<file path="config.mk">
export PLATFORM = sky130hd
export DESIGN_NAME = if_fetch_unit
export DESIGN_NICKNAME = d
export VERILOG_FILES = /design/src/rtl/if_fetch_unit.sv
export SDC_FILE = /design/constraint.sdc
export NUM_CORES = 1
export LEC_CHECK = 0
export ABC_AREA = 1
export CORE_MARGIN = 3
export CORE_UTILIZATION = 46
export CTS_BUF_LIST = sky130_fd_sc_hd__clkbuf_8
export CTS_CLUSTER_SIZE = 40
export DETAILED_ROUTE_END_ITERATION = 10
export GPL_TIMING_DRIVEN = 0
export PLACE_DENSITY = 0.79
export RECOVER_POWER = 100
export SKIP_LAST_GASP = 1
export SLEW_MARGIN = 20
export SYNTH_ARGS = -nofsm -noshare
export SYNTH_HDL_FRONTEND = slang
export SYNTH_SLANG_ARGS = --single-unit
</file>
<file path="constraint.sdc">
create_clock -name clk -period 2.3 [get_ports clk]
set_clock_uncertainty 0.15 [all_clocks]
set_input_delay 0.23 -clock clk [delete_from_list [all_inputs] [get_ports clk]]
set_output_delay 0.23 -clock clk [all_outputs]
set_load 0.02 [all_outputs]
</file>
<file path="src/rtl/if_fetch_unit.sv">
// RV32I instruction-fetch stage: PC, single-outstanding imem handshake, and IF/ID register.
// Redirects from ID squash wrong-path fetches, including responses already in flight.
module if_fetch_unit #(
  parameter logic [31:0] RESET_PC  = 32'h0000_0000,
  parameter logic [31:0] NOP_INSTR = 32'h0000_0013
) (
  input  logic        clk,
  input  logic        rst,
  input  logic        PCWrite,
  input  logic        IFIDWrite,
  input  logic        redirect_valid,
  input  logic [31:0] redirect_target,
  output logic        imem_req,
  output logic [31:0] imem_addr,
  input  logic        imem_gnt,
  input  logic        imem_rvalid,
  input  logic [31:0] imem_rdata,
  output logic        ifid_valid,
  output logic [31:0] ifid_pc,
  output logic [31:0] ifid_instr,
  output logic [6:0]  ifid_opcode,
  output logic [4:0]  ifid_rs1,
  output logic [4:0]  ifid_rs2
);

  // state | meaning
  // REQ   | request presented at pc, waiting for grant
  // WAIT  | request accepted, waiting for response (kill set => drop it)
  // HOLD  | response buffered while the pipeline is stalled
  typedef enum logic [1:0] {S_REQ, S_WAIT, S_HOLD} state_t;

  state_t      state_q, state_d;
  logic [31:0] pc_q, pc_d;
  logic        kill_q, kill_d;
  logic [31:0] buf_instr_q, buf_instr_d;
  logic [31:0] buf_pc_q, buf_pc_d;
  logic        ifid_valid_q, ifid_valid_d;
  logic [31:0] ifid_pc_q, ifid_pc_d;
  logic [31:0] ifid_instr_q, ifid_instr_d;

  logic        consume;
  logic        deliver;
  logic [31:0] deliver_instr;
  logic [31:0] deliver_pc;
  logic [31:0] target_aligned;
  logic        unused_target_bits;

  assign consume            = PCWrite & IFIDWrite;
  assign target_aligned     = {redirect_target[31:2], 2'b00};
  assign unused_target_bits = ^redirect_target[1:0];

  always_comb begin
    state_d       = state_q;
    pc_d          = pc_q;
    kill_d        = kill_q;
    buf_instr_d   = buf_instr_q;
    buf_pc_d      = buf_pc_q;
    ifid_valid_d  = ifid_valid_q;
    ifid_pc_d     = ifid_pc_q;
    ifid_instr_d  = ifid_instr_q;
    deliver       = 1'b0;
    deliver_instr = imem_rdata;
    deliver_pc    = pc_q;

    case (state_q)
      S_REQ: begin
        if (imem_gnt) begin
          state_d = S_WAIT;
          // A redirect coincident with the grant makes that response stale.
          kill_d  = redirect_valid;
        end
      end
      S_WAIT: begin
        if (imem_rvalid) begin
          if (kill_q || redirect_valid) begin
            state_d = S_REQ;
            kill_d  = 1'b0;
          end else if (consume) begin
            deliver = 1'b1;
            state_d = S_REQ;
          end else begin
            buf_instr_d = imem_rdata;
            buf_pc_d    = pc_q;
            state_d     = S_HOLD;
          end
        end else if (redirect_valid) begin
          kill_d = 1'b1;
        end
      end
      S_HOLD: begin
        if (redirect_valid) begin
          state_d = S_REQ;
        end else if (consume) begin
          deliver       = 1'b1;
          deliver_instr = buf_instr_q;
          deliver_pc    = buf_pc_q;
          state_d       = S_REQ;
        end
      end
      default: state_d = S_REQ;
    endcase

    if (redirect_valid) begin
      pc_d = target_aligned;
    end else if (deliver) begin
      pc_d = pc_q + 32'd4;
    end

    if (redirect_valid) begin
      ifid_valid_d = 1'b0;
      ifid_instr_d = NOP_INSTR;
    end else if (deliver) begin
      ifid_valid_d = 1'b1;
      ifid_pc_d    = deliver_pc;
      ifid_instr_d = deliver_instr;
    end else if (IFIDWrite) begin
      ifid_valid_d = 1'b0;
      ifid_instr_d = NOP_INSTR;
    end
  end

  always_ff @(posedge clk) begin
    if (rst) begin
      state_q      <= S_REQ;
      pc_q         <= RESET_PC;
      kill_q       <= 1'b0;
      buf_instr_q  <= NOP_INSTR;
      buf_pc_q     <= RESET_PC;
      ifid_valid_q <= 1'b0;
      ifid_pc_q    <= 32'h0000_0000;
      ifid_instr_q <= NOP_INSTR;
    end else begin
      state_q      <= state_d;
      pc_q         <= pc_d;
      kill_q       <= kill_d;
      buf_instr_q  <= buf_instr_d;
      buf_pc_q     <= buf_pc_d;
      ifid_valid_q <= ifid_valid_d;
      ifid_pc_q    <= ifid_pc_d;
      ifid_instr_q <= ifid_instr_d;
    end
  end

  // Request is suppressed while reset is held so the reset cycle is quiet on the bus.
  assign imem_req    = (state_q == S_REQ) && !rst;
  assign imem_addr   = pc_q;
  assign ifid_valid  = ifid_valid_q;
  assign ifid_pc     = ifid_pc_q;
  assign ifid_instr  = ifid_instr_q;
  assign ifid_opcode = ifid_instr_q[6:0];
  assign ifid_rs1    = ifid_instr_q[19:15];
  assign ifid_rs2    = ifid_instr_q[24:20];

endmodule

</file>
==> impl_metrics.ini, run 1 <==
[timing]
rsz0062_at_grt = yes
layout_min_cycle_time_ns = 2.206
fin_hold_ws_ns = 0.06893
max_freq_mhz = 453.4
setup_viol_count_final = 0
finalMaxSlewViolations = 0
tightest_slew_ns = 0.6048
min_period_over_period_pct = 95.90
slew_headroom_pct = 59.68
hold_viol = 0

[die]
ioPinCount = 186
rows = 48
fp.dieArea_um2 = 19800
fp.dieW_um = 140.7
core-area_um2 = 17540
start_util_pct = 47.59
die_h_um = 140.7

[drt]
drtAntennaViolNets = 0
route.detailed.drc = 0
via_per_inst = 5.277
wirelength_mm = 26.06
via_count = 8998
routedWlPerCell_um = 15.29
initialDrtViolationCount = 725
drtPass1Iterations = 7

[clocking]
cts.root.buffer_cell = clkbuf_8
cts.path.max_buffers = 2
clkLatencyLatePin_ns = 0.47
cts_setup_buffers = 0
cts_made_buffers = 17
htreeDepth = 4
cts.clk_slew.worst_paths_ns = 0.08
clkSinkCount = 162
cts_hold_buf = 0
cts_tree = done

[power_and_ir_drop]
power.total_mw = 7.046
ir_worst_vdd_mv = 0.4661
p_seq_share_pct = 44.2
p_per_area_nw_per_um2 = 653.2
leakage_nw = 4.628
power_frac_clock_pct = 30.5
p_int_mw = 4.730
switching_share_pct = 32.86
switching_power_mw = 2.316
comb_power_share_pct = 25.3

[worst_setup_path]
reg2reg_from = state_q[0]$_SDFFE_PP0P_
regToRegSetupSlack_ns = 0.09
worstPathArrival_ns = 2.41
crit_start = state_q[0]$_SDFFE_PP0P_
end_kind = flip-flop
cp_data_required_time_ns = 2.50
worstSetupStartpointType = flip-flop
critPathMaxFanout = 10
critPathKind = flip-flop to flip-flop
reg2regPathDepth = 9
r2r_end = ifid_pc[31]$_SDFFE_PP0P_

[global_route]
grt_start_max_net_pins = 20
grt_pass1_vias = 8515
grt_pass1_wl_mm = 42.55
antenna_found_initial = 0
grt_overflow = 0
gr-usage-all-layers_pct = 26.23

[yosys]
synthTopCellsByCount = 285 x nor2_1, 258 x nand2_1, 162 x dfxtp_1
yosysMostFrequentCell = nor2_1
synth_cell_types = 31
synthTopCellsByArea = dfxtp_1 39%, nor2_1 13%, nand2_1 12%, o21ai_0 5.2%, a21oi_1 5.2%
ys_seq_elements = 162
ys_seq_area_share_pct = 38.86
synth-edff-count = 0
syn-cell-area_um2 = 8346
yosys.area.top_type_share_pct = 38.86
syn_inst = 1274
synth_area_leader_cell = dfxtp_1
synthFlopType = dfxtp_1
synth_warnings = 0
synth.avg_cell_area_um2 = 6.551
synthArstFlopShare_pct = 0

[min_path]
hold_start = redirect_valid
whs_path_depth = 3
whs_endpoint = ifid_instr[4]$_SDFFE_PP1P_
hold_class = input pin to flip-flop

[final_layout]
final_nets = 1547
antenna_cells = 0
syn_to_final_growth_pct = 29.25
nFillCells = 1680
drive_gt1_share_pct = 6.959

[place]
portBuffers = 179
hpwl_mm = 19.45
gp_congestion = 1.008

[outcome]
status = finished, final reports clean

[flow_run]
maxCapViolations = 0
-- power groups by stage --
| stage | Clock (mW) | Sequential, mW | Combinational (mW) |
|---|---|---|---|
| 5_1_grt | 2.27 | 3.13 | 1.98 |
| 4_1_cts | 2.15 | 3.11 | 1.79 |
| 3_3_place_gp | 0 | 3.17 | 1.76 |
| 6_report | 2.15 | 3.11 | 1.78 |
| 2_1_floorplan | 0 | 3.22 | 1.11 |
| 3_5_place_dp | 0 | 3.18 | 1.79 |
-- stage by stage --
stage / std cells / cell area [um^2] / utilization (%) / TNS, ns / worst slack, ns
6_report: 1705 / 10790 / 61.51 / 0 / 0.09431
5_1_grt: 1705 / 10790 / 61.51 / -0.02572 / -0.01918
4_1_cts: 1705 / 10810 / 61.62 / 0 / 0.01197
3_5_place_dp: 1679 / 10420 / 59.43 / -0.3672 / -0.3050
3_3_place_gp: 1679 / 10420 / 59.43 / -0.3625 / -0.3094
2_1_floorplan: 1275 / 8349 / - / 0 / 0.5133
-- flip-flops by register name, indices dropped and copies added, names as in the netlist --
name and cells:
buf_instr_q 32, buf_pc_q 32, ifid_instr 32, ifid_pc 32, imem_addr 30, state_q 2
ifid_valid 1, kill_q 1
-- logic make-up (layout without fill, tap and decap cells) --
kind of cell,after synthesis,count (layout),share of synthesized area (%)
flip-flops,162,162,38.86
multiplexers,2,2,0.2399
other,1,2,0.04493
AND/OR/NAND/NOR,640,640,30.85
buffers and inverters,197,402,10.85
adder cells (fa/ha/maj),4,4,0.5997
XOR/XNOR,5,5,0.5247
AO/OA/AOI/OAI,263,263,18.02
-- layout by cell type (no fill, tap or decap), types with 6 or more instances in the layout --
master           instances
a211oi_1                52
a21oi_1                 86
buf_1                    6
buf_2                   17
buf_4                   21
buf_6                    6
clkbuf_1                36
clkbuf_2                10
clkbuf_8                20
clkdlybuf4s50_1         65
dfxtp_1                162
dlygate4sd3_1          113
inv_1                   97
nand2_1                260
nand3_1                 47
nor2_1                 285
nor2_2                   6
nor3_1                  30
o21ai_0                 87
o21ai_1                 27
-- per-layer routing --
layer  wire length, um  track usage (%)
met4               571            9.077
met1             11290            34.04
met3              2068            5.054
met2             12130            43.75
met5                 0                0
-- critical path, stage by stage (launching register included) --
cell	delay [ns]
dfxtp_1	0.36
inv_1	0.08
ha_1	0.19
buf_2	0.18
inv_1	0.08
buf_2	0.27
clkbuf_4	0.30
nor2_1	0.07
a211oi_1	0.33
nor2_1	0.09
-- layout make-up --
| type | count | area, um^2 | share of cell area [%] |
|---|---|---|---|
| buffer | 97 | 525.5 | 4.872 |
| clock buffer | 20 | 275.3 | 2.552 |
| clock inverter | 7 | 111.4 | 1.032 |
| inverter | 99 | 371.6 | 3.445 |
| multi-input combinational | 916 | 4188 | 38.82 |
| sequential | 162 | 3243 | 30.07 |
| tap | 225 | 281.5 | 2.610 |
| timing repair buffer | 179 | 1790 | 16.60 |
-- timing repair --
action | CTS | global route
gates cloned | 0 | 0
gates resized for setup | 2 | 8
endpoints found under the setup margin | 1 | 30
-- how the worst max path moves through the flow --
stage | to | slack, ns | cells past startpoint
final | ifid_pc[31]$_SDFFE_PP0P_ | 0.09 | 9
after floorplan | ifid_pc[21]$_SDFFE_PP0P_ | 0.51 | 9
after global placement | imem_req | -0.31 | 5
after detailed placement | imem_req | -0.30 | 5
after CTS | ifid_pc[27]$_SDFFE_PP0P_ | 0.01 | 9
after global routing | ifid_pc[31]$_SDFFE_PP0P_ | -0.02 | 9
(Power assumes the default switching activity.)
==> run 2: changes to the inputs <==
--- a/config.mk
+++ b/config.mk
@@ -6,13 +6,14 @@
 export NUM_CORES = 1
 export LEC_CHECK = 0
 export ABC_AREA = 1
+export CELL_PAD_IN_SITES_DETAIL_PLACEMENT = 1
+export CELL_PAD_IN_SITES_GLOBAL_PLACEMENT = 1
 export CORE_MARGIN = 3
-export CORE_UTILIZATION = 46
+export CORE_UTILIZATION = 36
 export CTS_BUF_LIST = sky130_fd_sc_hd__clkbuf_8
-export CTS_CLUSTER_SIZE = 40
 export DETAILED_ROUTE_END_ITERATION = 10
 export GPL_TIMING_DRIVEN = 0
-export PLACE_DENSITY = 0.79
+export PLACE_DENSITY = 0.87
 export RECOVER_POWER = 100
 export SKIP_LAST_GASP = 1
 export SLEW_MARGIN = 20
==> impl_metrics.ini, run 2 (same netlist as run 1, synthesis figures left out) <==
[timing]
min_period_over_period_pct = 94.10
max_freq_mhz = 462.0
tightest_slew_ns = 0.6494
rsz0062_at_grt = no
setup_viol_count_final = 0
finalMaxSlewViolations = 0
slew_headroom_pct = 56.71
setup_tns_ns = 0
layout_min_cycle_time_ns = 2.164
hold_viol = 0

[worst_setup_path]
critPathBufInv = 5
crit_slowest_cell = dfxtp_1
cp_slowest_stage_delay_ns = 0.37
critPathMaxFanout = 10
reg2reg_from = state_q[0]$_SDFFE_PP0P_
critPathKind = flip-flop to flip-flop
cp_data_required_time_ns = 2.50
critical_path.top_delay_family = buffers and inverters
worstSetupStartpointType = flip-flop
worstPathArrival_ns = 2.36
path_cells = inv_1 -> ha_1 -> buf_2 -> inv_1 -> clkbuf_4 -> clkbuf_2 -> nor2_1 -> a211oi_2 -> nor2_1
end_kind = flip-flop
crit_start = state_q[0]$_SDFFE_PP0P_

[clocking]
clkSinkCount = 162
htreeDepth = 4
cts.clk_slew.worst_paths_ns = 0.08
cts.root.buffer_cell = clkbuf_8
cts.path.max_buffers = 2
cts_made_buffers = 17
clkLatencyLatePin_ns = 0.47
cts_tree = done
cts_hold_buf = 0

[final_layout]
drive_gt1_share_pct = 7.278
seq_area_um2 = 3243
final_cell_mix = 285 x nor2_1, 259 x nand2_1, 162 x dfxtp_1, 113 x dlygate4sd3_1, 98 x inv_1
final_nets = 1547
instances_no_fill = 1769
layout_commonest_cell = nor2_1
syn_to_final_growth_pct = 30.25
nFillCells = 3012
final_area_um2 = 10870
final_util_pct = 47.87
multiInputGateArea_um2 = 4180
antenna_cells = 0

[power_and_ir_drop]
p_per_area_nw_per_um2 = 661.1
power.total_mw = 7.186
leakage_nw = 4.638
ir_worst_vdd_mv = 0.3598

[place]
portBuffers = 179
placed_area_um2 = 10500
gp_congestion = 0.9189
dp_cells = 1739
hpwl_mm = 23.13

[die]
die_h_um = 158.3
rows = 55
core-area_um2 = 22710
start_util_pct = 36.75
fp.dieW_um = 158.3
fp.dieArea_um2 = 25040
ioPinCount = 186

[global_route]
grt_pass1_vias = 9328
antenna_found_initial = 0
grt_start_max_net_pins = 20
gr-usage-all-layers_pct = 24.47
grt_overflow = 0
grt_pass1_wl_mm = 48.60

[drt]
drtPass1Iterations = 4
drtAntennaViolNets = 0
wirelength_mm = 30.47
route.detailed.drc = 0
via_count = 9128
initialDrtViolationCount = 513
routedWlPerCell_um = 17.22
via_per_inst = 5.160

[outcome]
status = finished, final reports clean

[flow_run]
maxCapViolations = 0

[min_path]
hold_start = redirect_valid
hold_class = input pin to flip-flop
-- run 2: what timing repair did --
action                     in CTS  in global routing
hold endpoints to repair        0                  0
buffers inserted                0                  0
setup endpoints to repair      17                 26
resized for setup               5                  8
-- run 2: worst register-to-register path, stage by stage, from the launching register on --
cell      delay [ns]
dfxtp_1         0.37
inv_1           0.08
ha_1            0.18
buf_2           0.18
inv_1           0.09
clkbuf_4        0.25
clkbuf_2        0.30
nor2_1          0.10
a211oi_2        0.28
nor2_1          0.08
-- run 2: final timing paths --
check,end,slack [ns],depth (start not counted)
setup / recovery,ifid_pc[31]$_SDFFE_PP0P_,0.14,9
hold / removal,ifid_instr[4]$_SDFFE_PP1P_,0.1,3
hold reg to reg,buf_pc_q[0]$_SDFFE_PP0P_,0.31,2
setup reg to reg,ifid_pc[31]$_SDFFE_PP0P_,0.14,9
-- run 2: where the power goes --
group          switching [mW]  internal, mW
clock network            1.12          1.11
logic                    1.21         0.626
registers               0.132          2.99
total                    2.46          4.72
-- run 2: stage by stage --
| stage | hold slack (ns) | setup slack (ns) |
|---|---|---|
| after floorplan | 0.2048 | 0.5133 |
| after global placement | 0.2914 | -0.3333 |
| after detailed placement | 0.2965 | -0.3536 |
| after CTS | 0.07131 | -0.05168 |
| after global routing | 0.09442 | 0.02816 |
| final | 0.09545 | 0.1357 |
-- run 2: metal layers --
layer | global-route usage [%] | vias up | wire length [um]
met4 | 7.128 | 0 | 620
li1 | - | 4476 | -
met1 | 31.43 | 4383 | 13760
met2 | 42.58 | 224 | 14770
met3 | 3.805 | 45 | 1323
met5 | 0 | - | 0
-- run 2: layout make-up --
cell class / instances / share of cell area [%]
clock buffer: 19 / 2.406
buffer: 97 / 4.880
inverter: 99 / 3.419
tap: 285 / 3.280
timing repair buffer: 179 / 16.42
sequential: 162 / 29.83
clock inverter: 12 / 1.301
multi-input combinational: 916 / 38.46
==> run 3: changes to the inputs <==
--- a/config.mk
+++ b/config.mk
@@ -6,6 +6,7 @@
 export NUM_CORES = 1
 export LEC_CHECK = 0
 export ABC_AREA = 1
+export CAP_MARGIN = 10
 export CELL_PAD_IN_SITES_DETAIL_PLACEMENT = 1
 export CELL_PAD_IN_SITES_GLOBAL_PLACEMENT = 1
 export CORE_MARGIN = 3
==> results of run 3 <==
Final layout, timing and power as in run 2 (identical DEF).
==> RTL edit 1: new RTL, config.mk and constraints of run 1 <==
Encoding of `state_t`: now one-hot (3 bits for 3 states).
--- a/src/rtl/if_fetch_unit.sv
+++ b/src/rtl/if_fetch_unit.sv
@@ -27,7 +27,7 @@
   // REQ   | request presented at pc, waiting for grant
   // WAIT  | request accepted, waiting for response (kill set => drop it)
   // HOLD  | response buffered while the pipeline is stalled
-  typedef enum logic [1:0] {S_REQ, S_WAIT, S_HOLD} state_t;
+  typedef enum logic [2:0] {S_REQ = 3'b001, S_WAIT = 3'b010, S_HOLD = 3'b100} state_t;
 
   state_t      state_q, state_d;
   logic [31:0] pc_q, pc_d;
Function: no difference found for any inputs over 4 cycles, from zero or initial values and one cycle with rst high; so few cycles prove little.
==> RTL edit 1 against run 1 <==
  * Global-route usage rose by 0.92 points
  * Largest cell class unchanged
  * Highest routed layer unchanged
  * Routed wire length fell by 1.5%
  * Worst setup slack improved by 0.069 ns
  * Sequential cell count rose by 1
  * Count of clock-buffer cells in the layout fell by 2
  * Synthesized area fell by 5.1%
  * Cell area fell by 3.6%
  * Die area fell by 4.9%
Power is not compared: it rests on default switching activity, and its combinational part moved more than twofold at a synthesized area within 25%.
==> RTL edit 1: results (changes against run 1) <==
layout:
  fill_cells: 1565  # -6.8%
  antenna_cells: 0  # unchanged
  nets: 1455  # -5.9%
  drive_gt1_share_pct: 7.38  # +0.42 points
detailed_routing:
  firstDrtPassIters: 6  # -1
  drt_iter0_drc: 753  # +3.9%
  via_count: 8570  # -4.8%
  routed_wl_um: 25700  # -1.5%
  wl_per_cell_um: 15.9  # +3.9%
min_path:
  min-delay-path-class: "primary input to flip-flop"
  worstHoldEndpoint: "buf_instr_q[27]"
  min_path_cells: 3  # unchanged
  hold_path.startpoint: "imem_rdata[27]"
yosys:
  synth-edff-count: 0  # unchanged
  synthTopCellsByCount: "347 x nand2_1, 163 x dfxtp_1, 126 x nor2_1"
  ys_seq_area_share_pct: 41.2  # +2.3 points
  yosys_warnings: 0  # unchanged
  synth_area_leaders: "dfxtp_1 41%, nand2_1 16%, a21oi_1 6.3%"
  syn_avg_cell_area_um2: 6.70  # +2.3%
  synth_cell_types: 36  # +16%
  synthArstFlopShare_pct: 0  # unchanged
global_routing:
  grt_max_degree: 17  # -15%
  grt_pass1_wl_um: 40100  # -5.8%
  first_global_vias: 7958  # -6.5%
  grtUsageTotal_pct: 27.1  # +0.92 points
  antenna_found_initial: 0  # unchanged
critical_path:
  r2r-end: "imem_addr[26]"
  cp_top_family: "buffers and inverters"
  cp_max_fo: 7  # -3
  reg2reg_setup_slack_ns: 0.21  # +0.12 ns
  slowest_delay_ns: 0.74  # +0.38 ns
  cp_slowest_cell: "dlygate4sd3_1"
  regToRegStartpoint: "imem_addr[3]"
  arrival_ns: 1.76  # -0.65 ns
  reg2reg_depth: 9  # unchanged
clock_tree:
  htreeDepth: 4  # unchanged
  cts_setup_buffers: 0  # unchanged
  numCtsBuffers: 17  # unchanged
  clk_transition_reported_paths_ns: 0.09
  cts_resized: 4  # +2
  clk_path_buf_depth: 2  # unchanged
  clk_latency_ns: 0.47  # about the same
  clock-root-buffer: "clkbuf_8"
pwr:
  leakagePower_nw: 4.41
  peakVddDrop_uv: 357
placement:
  dpl.hpwl_um: 19000  # -2.4%
  pre_cts_slack_ns: -0.482  # -0.177 ns
  io_buffers: 181  # +1.1%
  dp.cells: 1584  # -5.7%
  gp_congestion: 0.936  # -7.1%
run_status:
  run_status: "finished, final reports clean"
die:
  initial_core_util_pct: 47.4  # -0.15 points
timing:
  relSlewSlack_pct: 54.9  # -4.8 points
-- RTL edit 1: cell count changes after synthesis, moves of 16 or more --
cell      before  now
a211oi_1      52   15
nand2_1      258  347
nand4_1        1   22
nor2_1       285  126
nor3_1        30    3
o211ai_1       0   16
o21ai_1       27    4
-- RTL edit 1: worst max-delay path by stage --
stage,start,endpoint,slack [ns]
final,imem_addr[15],imem_addr[15],0.16
after global routing,redirect_valid,imem_addr[10],0.07
after CTS,rst,imem_req,0.20
after detailed placement,rst,imem_req,-0.48
after global placement,rst,imem_req,-0.47
after floorplan,imem_addr[3],imem_addr[26],0.51
-- RTL edit 1: per-stage QoR --
step,TNS (ns),hold slack (ns)
2_1_floorplan,0,0.205
3_3_place_gp,-2.45,0.283
3_5_place_dp,-3.43,0.287
4_1_cts,0,0.160
5_1_grt,0,0.181
6_report,0,0.168
-- RTL edit 1: layout make-up --
type | count | area (um^2) | area share (%)
clock inverter | 14 | 178 | 1.71
timing repair buffer | 181 | 1810 | 17.4
sequential | 163 | 3260 | 31.4
tap | 220 | 275 | 2.65
multi-input combinational | 830 | 3770 | 36.3
buffer | 90 | 472 | 4.54
clock buffer | 18 | 248 | 2.38
inverter | 100 | 375 | 3.61
-- RTL edit 1: logic make-up after synthesis --
logic type	count (synthesis)	synth area share (%)
compound gates	238	16.5
xor+xnor	6	0.663
fa+ha+maj	1	0.158
buf+inv	190	10.9
flops	163	41.2
other cells	1	0.0473
simple gates	583	30.5
-- RTL edit 1: per-layer routing --
layer  part of all wire, %  global-route usage, %  wire (um)
met2                    45                   43.6      11600
met3                   9.2                   5.70       2360
met4                   3.5                   11.3        888
met1                    42                   35.6      10800
met5                     0                      0          0
-- RTL edit 1: power by group --
| group | switching [W] | internal, W | leakage, nW |
|---|---|---|---|
| clock network | 0.00114 | 0.00112 | 0.207 |
| logic | 0.000316 | 0.000237 | 2.89 |
| registers | 0.0000709 | 0.00286 | 1.32 |
==> RTL edit 2: new RTL, flow settings as in run 1 <==
Without the edit above. `NOP_INSTR`: 32'h0000_0013 -> 32'h00000009.
--- a/src/rtl/if_fetch_unit.sv
+++ b/src/rtl/if_fetch_unit.sv
@@ -2,7 +2,7 @@
 // Redirects from ID squash wrong-path fetches, including responses already in flight.
 module if_fetch_unit #(
   parameter logic [31:0] RESET_PC  = 32'h0000_0000,
-  parameter logic [31:0] NOP_INSTR = 32'h0000_0013
+  parameter logic [31:0] NOP_INSTR = 32'h00000009
 ) (
   input  logic        clk,
   input  logic        rst,
Check against the original RTL: not equivalent (Yosys sat finds a counterexample within 4 cycles, from zero or initial values and one cycle with rst high).
==> RTL edit 2 against run 1 <==
  * Fmax grew 0.54%
  * Worst setup slack gained 0.012 ns
  * Cell area is essentially flat
  * Power grew 3.1%
  * Synthesized area shrank 0.84%
  * Sequential power is essentially flat
  * Routed wire length grew 1.2%
  * Sequential cell count is the same
  * Critical path type unchanged
  * Highest routed layer unchanged
==> RTL edit 2: results (changes against run 1) <==
global_routing:
  grt_max_degree: 17  # -15%
  grtUsageTotal_pct: 26.5  # +0.28 points
  grt_pass1_wl_um: 42400  # -0.24%
  antenna_found_initial: 0  # unchanged
  first_global_vias: 8292  # -2.6%
placement:
  dp.cells: 1678  # -0.060%
  io_buffers: 179  # unchanged
  dpl.hpwl_um: 19600  # +0.73%
  pre_cts_slack_ns: -0.356  # -0.0509 ns
  placed_area_um2: 10400  # -0.67%
  gp_congestion: 0.955  # -5.3%
min_path:
  min-delay-path-class: "primary input to flip-flop"
yosys:
  syn_inst: 1273  # -0.078%
  yosys_warnings: 0  # unchanged
  synthTopCellsByCount: "290 x nor2_1, 252 x nand2_1, 162 x dfxtp_1"
  synthArstFlopShare_pct: 0  # unchanged
  synth_area_leaders: "dfxtp_1 39%, nor2_1 13%, nand2_1 11%"
  ys_seq_area_share_pct: 39.2  # +0.33 points
  synth_cell_types: 29  # -6.5%
detailed_routing:
  via_count: 9072  # +0.82%
  firstDrtPassIters: 5  # -2
  routed_wl_um: 26400  # +1.2%
  drt_iter0_drc: 759  # +4.7%
  via_per_inst: 5.31  # +0.53%
pwr:
  peakVddDrop_uv: 465  # -0.31%
  swShare_pct: 32.9  # +0.066 points
  leakagePower_nw: 4.64  # +0.20%
layout:
  drive_gt1_share_pct: 6.80  # -0.16 points
  nets: 1547  # unchanged
  fill_cells: 1638  # -2.5%
  antenna_cells: 0  # unchanged
timing:
  tightest_slew_ns: 0.636  # +0.0309 ns
  tns_ns: 0  # unchanged
  clock.fmax_mhz: 456  # +0.54%
clock_tree:
  clock-root-buffer: "clkbuf_8"
  clk_latency_ns: 0.47  # about the same
  htreeDepth: 4  # unchanged
  clk_path_buf_depth: 2  # unchanged
  numCtsBuffers: 17  # unchanged
  clk_transition_reported_paths_ns: 0.09
  cts_setup_buffers: 0  # unchanged
critical_path:
  cp_max_fo: 10  # unchanged
run_status:
  run_status: "finished, final reports clean"
[RTL edit 2: cell count changes in the layout (fill, tap and decap cells not counted), moves of 6 or more]
| cell | run 1 | this run |
|---|---|---|
| o21ai_1 | 27 | 10 |
| clkbuf_2 | 10 | 16 |
| nand2_1 | 260 | 254 |
| clkbuf_1 | 36 | 43 |
| o21ai_0 | 87 | 104 |
| a211oi_1 | 52 | 58 |
[RTL edit 2: timing repair]
action / in CTS / in global routing
gates resized for setup: 2 / 13
endpoints found under the hold margin: 0 / 0
endpoints found under the setup margin: 1 / 31
[RTL edit 2: power groups by stage]
stage	Sequential (W)	Combinational [W]	Clock [W]
CTS	0.00311	0.00177	0.00239
global route	0.00313	0.00195	0.00250
floorplan	0.00322	0.00108	0
detailed placement	0.00318	0.00176	0
global placement	0.00317	0.00174	0
finish	0.00311	0.00177	0.00238
[RTL edit 2: cell type report]
| type | count | area, um^2 | share of cell area, % |
|---|---|---|---|
| multi-input cells | 914 | 4140 | 38.4 |
| flip-flops and latches | 162 | 3240 | 30.0 |
| repair buffers | 179 | 1790 | 16.5 |
| plain buffers | 98 | 512 | 4.74 |
| inverters | 100 | 375 | 3.48 |
| well taps | 225 | 282 | 2.61 |
| clock buffers | 20 | 275 | 2.55 |
| clock inverters | 12 | 179 | 1.66 |
[RTL edit 2: worst paths after layout]
check	endpoint	slack (ns)	cells after the start	startpoint
worst min-delay path	ifid_instr[0]	0.03	3	redirect_valid
worst max register to register	imem_addr[27]	0.11	9	state_q[0]
worst max-delay path	imem_addr[27]	0.11	9	state_q[0]
worst min register to register	buf_instr_q[15]	0.31	2	buf_instr_q[15]
[RTL edit 2: logic make-up (layout without fill, tap and decap cells)]
group / after synthesis / count (layout) / share of synthesized area [%]
mux: 2 / 2 / 0.242
buf+inv: 198 / 409 / 10.7
fa+ha+maj: 4 / 4 / 0.605
flops: 162 / 162 / 39.2
other cells: 1 / 2 / 0.0453
compound gates: 265 / 265 / 17.9
simple gates: 636 / 636 / 30.7
xor+xnor: 5 / 5 / 0.529
[RTL edit 2: routing by layer]
layer	GRT usage (%)	vias up	routed length, um
met5	0	-	0
met4	9.59	0	742
met3	4.20	62	2160
met2	42.8	404	11800
met1	36.1	4121	11700
li1	-	4485	-
[RTL edit 2: worst max-delay path: stages, from the launching register on]
cell and delay (ns):
dfxtp_1 0.36, inv_1 0.07, ha_1 0.28, inv_1 0.04, nor2_2 0.16, a21boi_2 0.45
buf_6 0.21, buf_4 0.20, nand2_1 0.08, a21oi_1 0.12
